[config.mk]
export PLATFORM = sky130hd
export DESIGN_NAME = instruction_fetch_unit
export DESIGN_NICKNAME = d
export VERILOG_FILES = /design/src/rtl/fetch_pkg.sv /design/src/rtl/pc_next_mux.sv /design/src/rtl/instruction_fetch_unit.sv
export SDC_FILE = /design/constraint.sdc
export NUM_CORES = 1
export LEC_CHECK = 0
export BUFFER_PORTS_ARGS = -buffer_cell sky130_fd_sc_hd__buf_2
export CAP_MARGIN = 20
export CORE_MARGIN = 4
export CORE_UTILIZATION = 38
export DETAILED_ROUTE_END_ITERATION = 10
export PLACE_DENSITY = 0.7
export SYNTH_ARGS = -nofsm -noshare
export SYNTH_HDL_FRONTEND = slang
export SYNTH_HIERARCHICAL = 1
export SYNTH_SLANG_ARGS = --single-unit
[constraint.sdc]
create_clock -name clk -period 3.2 [get_ports clk]
set_input_delay 0.16 -clock clk [delete_from_list [all_inputs] [get_ports clk]]
set_output_delay 0.16 -clock clk [all_outputs]
set_load 0.02 [all_outputs]
[src/rtl/fetch_pkg.sv]
// Shared types and constants for the instruction fetch unit and its PC source mux.
package fetch_pkg;

    localparam int INSTR_W = 32;

    typedef enum logic {
        IDLE = 1'b0,
        WAIT = 1'b1
    } fetch_state_t;

    localparam logic [1:0] PC_SEQ    = 2'b00;
    localparam logic [1:0] PC_BRANCH = 2'b01;
    localparam logic [1:0] PC_JUMP   = 2'b10;
    localparam logic [1:0] PC_HOLD   = 2'b11;

endpackage

[src/rtl/pc_next_mux.sv]
// Next-PC source selector: sequential, branch target, jump target or hold.
module pc_next_mux
    import fetch_pkg::*;
#(
    parameter int ADDR_W = 32
) (
    input  logic [1:0]        pc_sel,
    input  logic [ADDR_W-1:0] pc,
    input  logic [ADDR_W-1:0] pc_plus4,
    input  logic [ADDR_W-1:0] branch_target,
    input  logic [ADDR_W-1:0] jump_target,
    output logic [ADDR_W-1:0] pc_next
);

    always_comb begin
        pc_next = pc;
        case (pc_sel)
            PC_SEQ:    pc_next = pc_plus4;
            PC_BRANCH: pc_next = branch_target;
            PC_JUMP:   pc_next = jump_target;
            default:   pc_next = pc;
        endcase
    end

endmodule

[src/rtl/instruction_fetch_unit.sv]
// PC owner and IR capture for the multicycle core's instruction-memory read path.
// Optional misaligned-fetch trap enabled by defining FETCH_ALIGN_CHECK_EN.
module instruction_fetch_unit
    import fetch_pkg::*;
#(
    parameter int                ADDR_W   = 32,
    parameter int                DATA_W   = INSTR_W,
    parameter logic [ADDR_W-1:0] RESET_PC = '0,
    parameter int                MEM_WAIT = 0
) (
    input  logic              clk,
    input  logic              rst_n,
    input  logic              fetch_start,
    input  logic              pc_load,
    input  logic [1:0]        pc_sel,
    input  logic [ADDR_W-1:0] branch_target,
    input  logic [ADDR_W-1:0] jump_target,
    output logic [ADDR_W-1:0] address,
    input  logic [DATA_W-1:0] instruction,
    output logic [DATA_W-1:0] ir,
    output logic [ADDR_W-1:0] pc,
    output logic [ADDR_W-1:0] pc_plus4,
    output logic              fetch_busy,
    output logic              fetch_done,
    output logic              fetch_fault
);

    localparam logic [3:0] WCNT_INIT = 4'(MEM_WAIT);

    fetch_state_t      r_state, w_state_nxt;
    logic [3:0]        r_wcnt;
    logic [ADDR_W-1:0] r_pc;
    logic [DATA_W-1:0] r_ir;
    logic              r_done;
    logic              r_fault;
    logic [ADDR_W-1:0] w_pc_plus4;
    logic [ADDR_W-1:0] w_pc_next;
    logic              w_misalign;
    logic              w_start;
    logic              w_fault_req;
    logic              w_capture;

    assign w_pc_plus4 = r_pc + ADDR_W'(4);

`ifdef FETCH_ALIGN_CHECK_EN
    assign w_misalign = |r_pc[1:0];
`else
    assign w_misalign = 1'b0;
`endif

    pc_next_mux #(.ADDR_W(ADDR_W)) u_pc_next_mux (
        .pc_sel        (pc_sel),
        .pc            (r_pc),
        .pc_plus4      (w_pc_plus4),
        .branch_target (branch_target),
        .jump_target   (jump_target),
        .pc_next       (w_pc_next)
    );

    // pc_load has priority over fetch_start; a dropped start is not remembered.
    always_comb begin
        w_state_nxt = r_state;
        w_start     = 1'b0;
        w_fault_req = 1'b0;
        w_capture   = 1'b0;
        case (r_state)
            IDLE: begin
                if (!pc_load && fetch_start) begin
                    if (w_misalign) begin
                        w_fault_req = 1'b1;
                    end else begin
                        w_start     = 1'b1;
                        w_state_nxt = WAIT;
                    end
                end
            end
            WAIT: begin
                if (r_wcnt == 4'd0) begin
                    w_capture   = 1'b1;
                    w_state_nxt = IDLE;
                end
            end
            default: w_state_nxt = IDLE;
        endcase
    end

    always_ff @(posedge clk or negedge rst_n) begin
        if (!rst_n) begin
            r_state <= IDLE;
            r_wcnt  <= 4'd0;
            r_pc    <= RESET_PC;
            r_ir    <= '0;
            r_done  <= 1'b0;
            r_fault <= 1'b0;
        end else begin
            r_state <= w_state_nxt;
            r_done  <= w_capture;
            r_fault <= w_fault_req;
            if (w_start) begin
                r_wcnt <= WCNT_INIT;
            end else if (r_state == WAIT && r_wcnt != 4'd0) begin
                r_wcnt <= r_wcnt - 4'd1;
            end
            if (w_capture) begin
                r_ir <= instruction;
                r_pc <= w_pc_plus4;
            end else if (r_state == IDLE && pc_load) begin
                r_pc <= w_pc_next;
            end
        end
    end

    assign address     = r_pc;
    assign pc          = r_pc;
    assign pc_plus4    = w_pc_plus4;
    assign ir          = r_ir;
    assign fetch_busy  = (r_state != IDLE);
    assign fetch_done  = r_done;
    assign fetch_fault = r_fault;

endmodule

**After elaboration in Yosys (flattened, before gate mapping)**

Index checks and enable logic that the tools add are counted.

- Divide/modulo/power cells: 0
- Multiplexer cells: 11
- Magnitude comparators: 0
- Eq/ne operators: 2
- Multipliers: 0
- Reduce and logical (&&, ||, !) cells: 11
- Bitwise operators: 1
- Shift-type cells: 0
- Add/subtract/negate cells: 2

Operators with widths:

| cell | number |
|---|---|
| one-hot mux 32 bit (3 select lines) | 1 |
| two-way mux 32 bit | 2 |
| adder 32 x 3 -> 32 bit (second input constant) | 1 |
| two-way mux 4 bit | 2 |
| nonzero test 4 bit | 2 |
| two-way mux 1 bit | 5 |
| zero test 4 bit | 1 |
| nonzero test 2 bit | 2 |
| subtractor 4 x 1 -> 4 bit (second input constant) | 1 |
| logical AND 1 bit | 3 |
| equality test 2 x 1 -> 1 bit (second input constant) | 1 |
| equality test 2 bit (second input constant) | 1 |
| zero test 2 bit | 1 |
| one-hot mux 1 bit (2 select lines) | 1 |
| AND reduction 2 bit | 1 |
| zero test 1 bit | 1 |
| inverter 1 bit | 1 |

- Latch bits: 0
- Bits of input ports: 102
- Bits in registers: 70
- Output and inout port bits: 131
- RAM bits: 0
- Word-level logic and storage cells: 32
- Memories: 0
- Memory bits (read-only): 0

**Depth between registers and ports, before layout**

Gate-level depths: netlist of run 1.

- Word-level depth: 5
- Depth in mapped cells: 10
- Depth with buffers taken out: 9

**By module**

Netlist of run 1, hierarchy kept.

By module, submodules not included:

| module | cells an instance | instances | area each (µm²) | seq. area each (µm²) |
|---|---|---|---|---|
| instruction_fetch_unit | 459 | 1 | 3,966.3 | 1,751.7 |
| pc_next_mux | 39 | 1 | 814.5 | 0.0 |

**Worst setup path after synthesis of run 1**

Ideal clock, no wire load.

- Path type: register to register
- From: register r_pc[3] (netlist: address[3])
- To: register r_pc[22] (netlist: address[22])
- Cell stages (with the launch flop): 10
- Clock period less this slack: 2.767 ns
- Setup slack: 0.433 ns
- Path buffers: 1
- Data required time: 3.076 ns
- Arrival time: 2.643 ns
- Setup time: 0.124 ns
- Cells stage by stage: dfrtp_1 > ha_1 > and2_1 > nand4_1 > buf_2 > or3_1 > nor2_1 > xor2_1 > mux4_2 > a211o_1

- Longest elaborated chain between the ends: 4

RTL lines:

| what | RTL line | RTL |
|---|---|---|
| start, declared | instruction_fetch_unit.sv:32 | `logic [ADDR_W-1:0] r_pc;` |
| start signal, assigned | instruction_fetch_unit.sv:106 | `r_pc <= w_pc_plus4;` |
| start signal, assigned | instruction_fetch_unit.sv:108 | `r_pc <= w_pc_next;` |
| adder 32 x 3 -> 32 bit | instruction_fetch_unit.sv:43 | `assign w_pc_plus4 = r_pc + ADDR_W'(4);` |
| net pc_plus4[22] | instruction_fetch_unit.sv:22 | `output logic [ADDR_W-1:0] pc_plus4,` |
| one-hot mux 32 bit (3 select lines) | pc_next_mux.sv:17 | `case (pc_sel)` |
| net w_pc_next[22] | instruction_fetch_unit.sv:37 | `logic [ADDR_W-1:0] w_pc_next;` |
| two-way mux 32 bit | instruction_fetch_unit.sv:107 | `end else if (r_state == IDLE && pc_load) begin` |
| two-way mux 32 bit | instruction_fetch_unit.sv:104 | `if (w_capture) begin` |

The timed path passes the listed nets, and every way through them passes these cells. The select of a mux whose other input is x is not followed.
A chain may end at the register's enable or synchronous reset.

**Final worst setup path of run 1**

- From: register r_pc[2] (netlist: address[2])
- To: register r_pc[30] (netlist: address[30])

- Longest elaborated chain between the ends: 4

RTL lines:

| what | RTL line |
|---|---|
| adder 32 x 3 -> 32 bit | instruction_fetch_unit.sv:43 |
| one-hot mux 32 bit (3 select lines) | pc_next_mux.sv:17 |
| net w_pc_next[30] | instruction_fetch_unit.sv:37 |
| two-way mux 32 bit | instruction_fetch_unit.sv:107 |
| two-way mux 32 bit | instruction_fetch_unit.sv:104 |

The timed path passes the listed nets, and every way through them passes these cells. The select of a mux whose other input is x is not followed.

==> results, run 1 <==
- The run finished with clean final reports.
- Clock latency on the worst-skew pair, taken at its later pin, is 0.34 ns.
- The total number of clock tree sinks is 70.
- The utilization after layout is 51.7%.
- At the end of the flow, the number of nets in the layout was 803.
- The final standard cell count with taps included and fillers excluded is 873.
- Setup violations remaining at the end of the flow were counted as 0.
- Max-cap violations in this run came to 0.
- The worst setup path is captured at a flip-flop.
- In this run the clock root is driven by a sky130_fd_sc_hd__clkbuf_16.
- Including well taps, the total number of placed cells is 845.
- The filler cells instantiated in the layout total 1148.
- The number of flops mapped to enable cells by yosys is 0.
- Counting flops and latches in the post-synthesis netlist gives 70.
- The commonest non-fill, non-tap cell in the layout is sky130_fd_sc_hd__buf_2.
- Leaving out fill and tap cells, the most frequent cells in the layout are 230 x sky130_fd_sc_hd__buf_2, 131 x sky130_fd_sc_hd__nand2_1, 70 x sky130_fd_sc_hd__dfrtp_1.
- The chip width is 120 µm.
- Before antenna repair, the detailed router went through 4 iterations.
- The routed layout has 4574 vias.
- Relative to the synthesized area, the layout overhead comes to 31.5%.
- The number of placement rows is 40.
- The number of port buffers is 231.
- TritonCTS built the clock tree.
- The final clock period utilization by the worst path is 88.3%.
- For the final database, setup skew stands at 0.00413 ns.
- The slew at the pin with the worst max-slew slack is 0.920 ns.
- Of the cells placed in the final design, the portion with a size suffix greater than 1 is 42.9%.
- The total power is 3.93 mW.
- The count of unique library cells instantiated by Yosys is 56.
- Setup repair after global routing left no endpoint under its margin.
- The smallest clock period supported by the final layout is computed as 2.83 ns.
- The critical path start-end classification is flip-flop to flip-flop.
- The initial antenna violation count is 1.
- The post-detailed-route wirelength per cell is 18.1 µm.
- The estimated wirelength of the detail-placed design is 11.8 mm.
- The die extent in y is 120 µm.
- Counting flops with an async set or reset pin after synthesis yields a share of 100%.
- The cell at the slowest stage of the critical path is sky130_fd_sc_hd__mux4_1.
- Hold timing on the final database bottoms out at a slack of 0.0139 ns.
- The share of the Yosys chip area taken by registers is 36.6%.
- The critical path goes through ha_1, and2_1, and4_1, nand2_1, nor3_1, xor2_1, mux4_1, and2_1, a211o_1.
- The largest area contributor in the synthesized netlist is sky130_fd_sc_hd__dfrtp_1.
- The number of buffers created by CTS is 9.
- The fraction of synthesized cell area taken by the top area cell type is 36.6%.
- The post-route antenna net violation count is 0.
- The worst-case headroom to the max-slew limit is 38.4%.
- The biggest fanout along the worst timing path is 8.
- Yosys attributes the largest share of cell area to sky130_fd_sc_hd__dfrtp_1 37%, sky130_fd_sc_hd__mux4_2 14%, sky130_fd_sc_hd__nand2_1 10%.
- The number of nets handed over by synthesis was 602.
- The number of placed I/O pins is 233.
- In the synthesized netlist, the number of instances is 498.
- In the routed layout, each cell is associated on average with a via count of 5.24.
- The highest clock frequency the design can meet is 354 MHz.
- In this design, the critical path's most frequently occurring cell is sky130_fd_sc_hd__and2_1.
- The number of slew-limit violations in the final report is 0.
- Data arrives at the worst endpoint at 3.05 ns.
- The area of the mapped netlist is 4780 µm².
- For this block, the initial DRC count from the detailed router was 304.
- The via count of the first global-routing pass came to 4519.
- The final-report hold violation count is 0.
- In this run the deepest clock path goes through 2 buffers.
- The delay of the slowest cell on the worst path is 0.51 ns.
- At the end of routability-driven placement, the weighted congestion stood at 0.792.
- Global routing used 21.6% of the available tracks across all layers.
- The total wire length is 15.8 mm.
- Yosys printed 6 warnings.
- For this run, design rule violations remaining after detail routing come to 0.
- The path class of the tightest hold or removal check is input port to flip-flop.
- The total negative setup slack is 0 ns.
- For this run the aggregate overflow at the end of global routing stands at 0.
- The die covers 14400 µm².
- The CTS clock-pin slew for the worst setup and hold paths is 0.06 ns.
- For this design the static power due to leakage is 3.15 nW.
- The first-pass GRT wire length is 24.3 mm.
- At the worst endpoint, the required time is 3.42 ns.
- Entering global routing, the biggest net connects 71 pins.
- The startpoint class of the critical path is a flip-flop.
- Averaged over all synthesized cells, the footprint is 9.60 µm².
- IR analysis of the VDD net gives a maximum drop of 352 µV.
- The maximum level of the CTS H-tree is 3.
- For flop-to-flop paths, the worst setup slack is 0.37 ns.
- Among all flip-flop cells after synthesis, the most frequent one is sky130_fd_sc_hd__dfrtp_1.
- The core region is 12200 µm².
- The initial standard-cell utilization of the core is 39.3%.
- Power spread over the standard cell area amounts to 626 nW/µm².
-- worst max-delay path, delay by kind of cell (launching register included) --
| family | cells | cell delay (ns) |
|---|---|---|
| compound gates | 1 | 0.26 |
| xor+xnor | 1 | 0.15 |
| simple gates | 5 | 1.09 |
| flops | 1 | 0.46 |
| mux | 1 | 0.51 |
| fa+ha+maj | 1 | 0.25 |
-- state kept, by name, indices dropped and copies added (netlist names) --
| signal | count |
|---|---|
| address | 32 |
| fetch_busy | 1 |
| fetch_done | 1 |
| ir | 32 |
| r_wcnt | 4 |
-- path summary, 6_finish.rpt --
path | depth (start not counted) | end | startpoint
min in group asynchronous | 2 | ir[12]$_DFFE_PN0P_ | rst_n
max in group asynchronous | 2 | address[0]$_DFFE_PN0P_ | rst_n
worst max register to register | 9 | address[30]$_DFFE_PN0P_ | address[2]$_DFFE_PN0P_
worst max-delay path | 9 | address[30]$_DFFE_PN0P_ | address[2]$_DFFE_PN0P_
worst min register to register | 2 | ir[14]$_DFFE_PN0P_ | ir[14]$_DFFE_PN0P_
worst min-delay path | 3 | ir[0]$_DFFE_PN0P_ | instruction[0]
-- routing by layer --
layer | track usage [%] | share of wire [%]
met2 | 35.4 | 48
met3 | 5.23 | 8.1
met5 | 0 | 0
met4 | 6.37 | 0.92
met1 | 28.5 | 43
-- cell families after synthesis --
logic type	Yosys count	share of synthesized area [%]
DFF	70	36.6
and+or+nand+nor	213	20.7
muxes	34	15.7
adders and majority gates	2	0.523
AOI/OAI and AO/OA	75	11.2
xor gates and xnor gates	28	5.13
other	1	0.0784
buffers and inverters	75	10.0
-- through the flow --
step | cell area (µm²) | worst slack (ns)
5_1_grt | 6290 | 0.149
6_report | 6290 | 0.374
3_3_place_gp | 5830 | 0.558
3_5_place_dp | 5830 | 0.417
2_1_floorplan | 4780 | 0.433
4_1_cts | 6280 | 0.394
-- power by group --
| part | internal [mW] | leakage (nW) | switching [mW] |
|---|---|---|---|
| Clock | 0.765 | 0.170 | 0.395 |
| Combinational | 0.577 | 2.12 | 0.943 |
| Sequential | 1.04 | 0.861 | 0.217 |
-- synth_stat cells (3+ instances only) --
master                     number
sky130_fd_sc_hd__xor2_1        16
sky130_fd_sc_hd__a311oi_1       6
sky130_fd_sc_hd__and3_1         7
sky130_fd_sc_hd__or3_1          4
sky130_fd_sc_hd__and2_1         4
sky130_fd_sc_hd__buf_12         3
sky130_fd_sc_hd__buf_1          5
sky130_fd_sc_hd__nand2_1      131
sky130_fd_sc_hd__nor2_1        21
sky130_fd_sc_hd__inv_1          9
sky130_fd_sc_hd__a21boi_0       3
sky130_fd_sc_hd__clkbuf_1      15
sky130_fd_sc_hd__nor3_1         7
sky130_fd_sc_hd__nor3b_1        3
sky130_fd_sc_hd__buf_4         36
sky130_fd_sc_hd__a21oi_1       12
sky130_fd_sc_hd__nand2b_1       3
sky130_fd_sc_hd__a221o_1        9
sky130_fd_sc_hd__mux4_2        30
sky130_fd_sc_hd__nand3_1        9
sky130_fd_sc_hd__o311ai_0       3
sky130_fd_sc_hd__dfrtp_1       70
sky130_fd_sc_hd__and4_1         5
sky130_fd_sc_hd__buf_2          6
sky130_fd_sc_hd__a211o_1        3
sky130_fd_sc_hd__o41ai_1        3
sky130_fd_sc_hd__xnor2_1       12
sky130_fd_sc_hd__nand4_1        6
sky130_fd_sc_hd__o21ai_0       17
sky130_fd_sc_hd__a22oi_1        4
-- timing repair --
action,4_1_cts,5_1_grt
buffers inserted,0,0
resized for setup,0,0
endpoints found under the hold margin,80,0
hold buffers,11,0
-- area by class of cell --
| class | instances | area, µm² | share of cell area (%) |
|---|---|---|---|
| timing repair buffer | 256 | 1370 | 21.9 |
| inverter | 9 | 33.8 | 0.537 |
| multi-input combinational | 353 | 2570 | 40.8 |
| clock inverter | 7 | 121 | 1.93 |
| tap | 168 | 210 | 3.34 |
| clock buffer | 9 | 225 | 3.58 |
| antenna | 1 | 2.50 | 0.0398 |
| sequential | 70 | 1750 | 27.9 |
(Power assumes the default switching activity.)
==> inputs of run 2 (changes only) <==
--- a/config.mk
+++ b/config.mk
@@ -10,7 +10,9 @@
 export CORE_MARGIN = 4
 export CORE_UTILIZATION = 38
 export DETAILED_ROUTE_END_ITERATION = 10
+export HOLD_SLACK_MARGIN = 0.02
 export PLACE_DENSITY = 0.7
+export RECOVER_POWER = 25
 export SYNTH_ARGS = -nofsm -noshare
 export SYNTH_HDL_FRONTEND = slang
 export SYNTH_HIERARCHICAL = 1
==> run 2 against run 1 <==
Hold slack improved by 0.026 ns. Sequential share of layout area decreased by 0.50 points. Die area unchanged. Sequential power about the same. Register-to-register slack got worse by 0.04 ns. Largest cell class unchanged. Cell count increased by 2.3%. Critical path depth unchanged. Setup slack got worse by 0.040 ns. Maximum frequency decreased by 1.4%. Clock skew about the same. Critical path type unchanged. Non-clock buffer count increased by 20.
==> results, run 2 (synthesis results as in run 1) <==
- The library cell used most frequently in the layout, excluding fill and tap cells, is sky130_fd_sc_hd__buf_2.
- The post-CTS repair timing setup buffer count is 0 (unchanged).
- The final clock period utilization by the worst path is 89.6% (+1.2 points).
- The type of element capturing the critical path is a flip-flop.
- The later-pin clock latency in the skew report was 0.34 ns (about the same).
- The slew at the pin with the worst max-slew slack came to 1.36 ns (+0.443 ns).
- The final-report hold violation count was 0 (unchanged).
- The post-layout minimum cycle time is 2.87 ns (+0.0400 ns).
- The class of the worst hold path is input port to flip-flop.
- The total negative setup slack came to 0 ns (unchanged).
- The final-report setup violation count is 0 (unchanged).
- The die extent in y is 120 µm (unchanged).
- The number of maximum-capacitance constraint violations is 0 (unchanged).
- The met2 track utilization from global routing is 36.5% (+1.2 points).
- The number of DRC violations after detailed-routing iteration 0 is 291 (-4.3%).
- The maximum number of pins on one net before global-route repair is 71 (unchanged).
- The number of nets in the finished design is 823 (+2.5%).
- In this run the worst setup path begins at address[2]$_DFFE_PN0P_.
- The highest clock frequency the design can meet is 349 MHz (-1.4%).
- The setup path with the least slack is of type flip-flop to flip-flop.
- In the layout the commonest cells are 165 x sky130_fd_sc_hd__buf_2, 131 x sky130_fd_sc_hd__nand2_1, 70 x sky130_fd_sc_hd__dfrtp_1.
- The worst setup path is launched from a flip-flop.
- The worst-case headroom to the max-slew limit is 9.17% (-29 points).
- The cell leakage power is 3.02 nW (-4.0%).
- In this run the most critical hold path is launched from instruction[7].
- TritonCTS built the clock tree.
- The overflow left after global routing was 0 (unchanged).
- The relative area change from synthesis to final layout is 33.9%.
- The first-pass GRT wire length is 24.8 mm (+2.1%).
- The mean number of vias per cell is 5.27 (+0.54%).
- The total number of clock tree sinks is 70 (unchanged).
- The number of buffers created by CTS is 9 (unchanged).
- The estimated wirelength of the detail-placed design came to 11.8 mm (unchanged).
- In this run the most used layer during global routing was met2.
- The area of the die is 14400 µm² (unchanged).
- The post-route antenna net violation count is 0 (unchanged).
- Setup repair after global routing left no endpoint under its margin.
- The number of placement rows is 40 (unchanged).
- The origin of the critical flop-to-flop path is address[2]$_DFFE_PN0P_.
- The CTS clock-pin slew for the worst setup and hold paths is 0.06 ns (about the same).
- The number of slew-limit violations in the final report came to 0 (unchanged).
- The required time of the worst setup path is 3.43 ns (about the same).
- The total wire length is 16.1 mm (+2.2%).
- The setup slack at placement came to 0.417 ns (unchanged).
- The initial antenna violation count came to 1 (unchanged).
- The via count of the first global-routing pass was 4668 (+3.3%).
- The core outline area was 12200 µm² (unchanged).
- The fraction of layout cells with a size suffix above 1 was 32.6% (-10 points).
- The number of port buffers is 231 (unchanged).
- The met1 usage is 28.8% (+0.30 points).
- The clock root buffer is sky130_fd_sc_hd__clkbuf_16.
- The post-detailed-route wirelength per cell is 18.1 µm (-0.13%).
- The biggest fanout along the worst timing path is 8 (unchanged).
- The worst setup slack after layout was 0.334 ns (-0.0400 ns).
- The met3 demand-to-capacity share in global routing came to 5.18% (-0.047 points).
- The power density over the cells is 613 nW/µm² (-1.9%).
- The initial standard-cell utilization of the core is 39.3% (unchanged).
- The number of placed I/O pins was 233 (unchanged).
- The overall track demand over capacity in global routing is 22.1% (+0.45 points).
- The worst path arrival time is 3.09 ns (+0.04 ns).
- The maximum level of the CTS H-tree is 3 (unchanged).
- The setup skew after layout was 0.00423 ns (+0.0000948 ns).
- The chip width is 120 µm (unchanged).
- The final routed DRC violation total is 0 (unchanged).
- The largest voltage drop on the vdd net is 351 µV (-0.24%).
- The number of iterations in the first detailed-routing pass came to 5 (+1).
- The number of buffers between clock root and the deepest sink is 2 (unchanged).
- The run finished with clean final reports.
- The final weighted congestion in routability-driven placement is 0.792 (unchanged).
- The detailed-route via count is 4704 (+2.8%).
## run 2: cell count changes in the layout (fill, tap and decap cells not counted)
cell / change
sky130_fd_sc_hd__buf_2: -65
sky130_fd_sc_hd__buf_4: -1
sky130_fd_sc_hd__clkbuf_1: +66
sky130_fd_sc_hd__dlygate4sd3_1: +20
## run 2: repair_timing
action	4_1_cts	5_1_grt
hold endpoints to repair	100	0
hold buffers	31	0
gates resized for setup	0	0
## run 2: power by group
group,total (mW),internal [mW],switching (mW)
combinational,1.50,0.551,0.948
clock,1.17,0.765,0.405
sequential,1.26,1.04,0.222
total,3.93,2.35,1.57
## run 2: critical path, stage by stage, from the launching register on
cell and delay [ns]:
sky130_fd_sc_hd__dfrtp_1 0.46, sky130_fd_sc_hd__ha_1 0.25, sky130_fd_sc_hd__and2_1 0.20, sky130_fd_sc_hd__and4_1 0.25
sky130_fd_sc_hd__nand2_1 0.14, sky130_fd_sc_hd__nor3_1 0.35, sky130_fd_sc_hd__xor2_1 0.15, sky130_fd_sc_hd__mux4_1 0.52
sky130_fd_sc_hd__and2_1 0.16, sky130_fd_sc_hd__a211o_1 0.26
## run 2: cell type report
cell class	count	area (µm²)
timing repair buffer	276	1490
fill	1157	5760
clock inverter	7	121
sequential	70	1750
clock buffer	9	225
tap	168	210
antenna	1	2.50
inverter	9	33.8
multi-input combinational	353	2570
## run 2: metal layers
layer | wire (µm) | part of all wire [%]
met1 | 6980 | 43
met2 | 7660 | 48
met3 | 1180 | 7.3
met4 | 293 | 1.8
met5 | 0 | 0
## run 2: path summary, 6_finish.rpt
kind	endpoint	slack, ns	cells past startpoint
setup reg to reg	address[30]$_DFFE_PN0P_	0.33	9
max in group asynchronous	address[12]$_DFFE_PN0P_	2.11	2
hold reg to reg	ir[8]$_DFFE_PN0P_	0.47	2
min in group asynchronous	ir[12]$_DFFE_PN0P_	0.51	2
hold / removal	ir[7]$_DFFE_PN0P_	0.04	3
setup / recovery	address[30]$_DFFE_PN0P_	0.33	9
## run 2: stage by stage
stage | std cells | hold slack, ns | total power [mW] | utilization, % | cell area, µm²
global placement | 845 | 0.349 | 2.76 | 47.9 | 5830
CTS | 892 | 0.0303 | 4.00 | 53.3 | 6480
detailed placement | 845 | 0.352 | 2.78 | 47.9 | 5830
floorplan | 498 | -0.136 | 2.30 | - | 4780
finish | 893 | 0.0400 | 3.93 | 52.6 | 6400
global route | 893 | 0.0376 | 4.13 | 52.6 | 6400
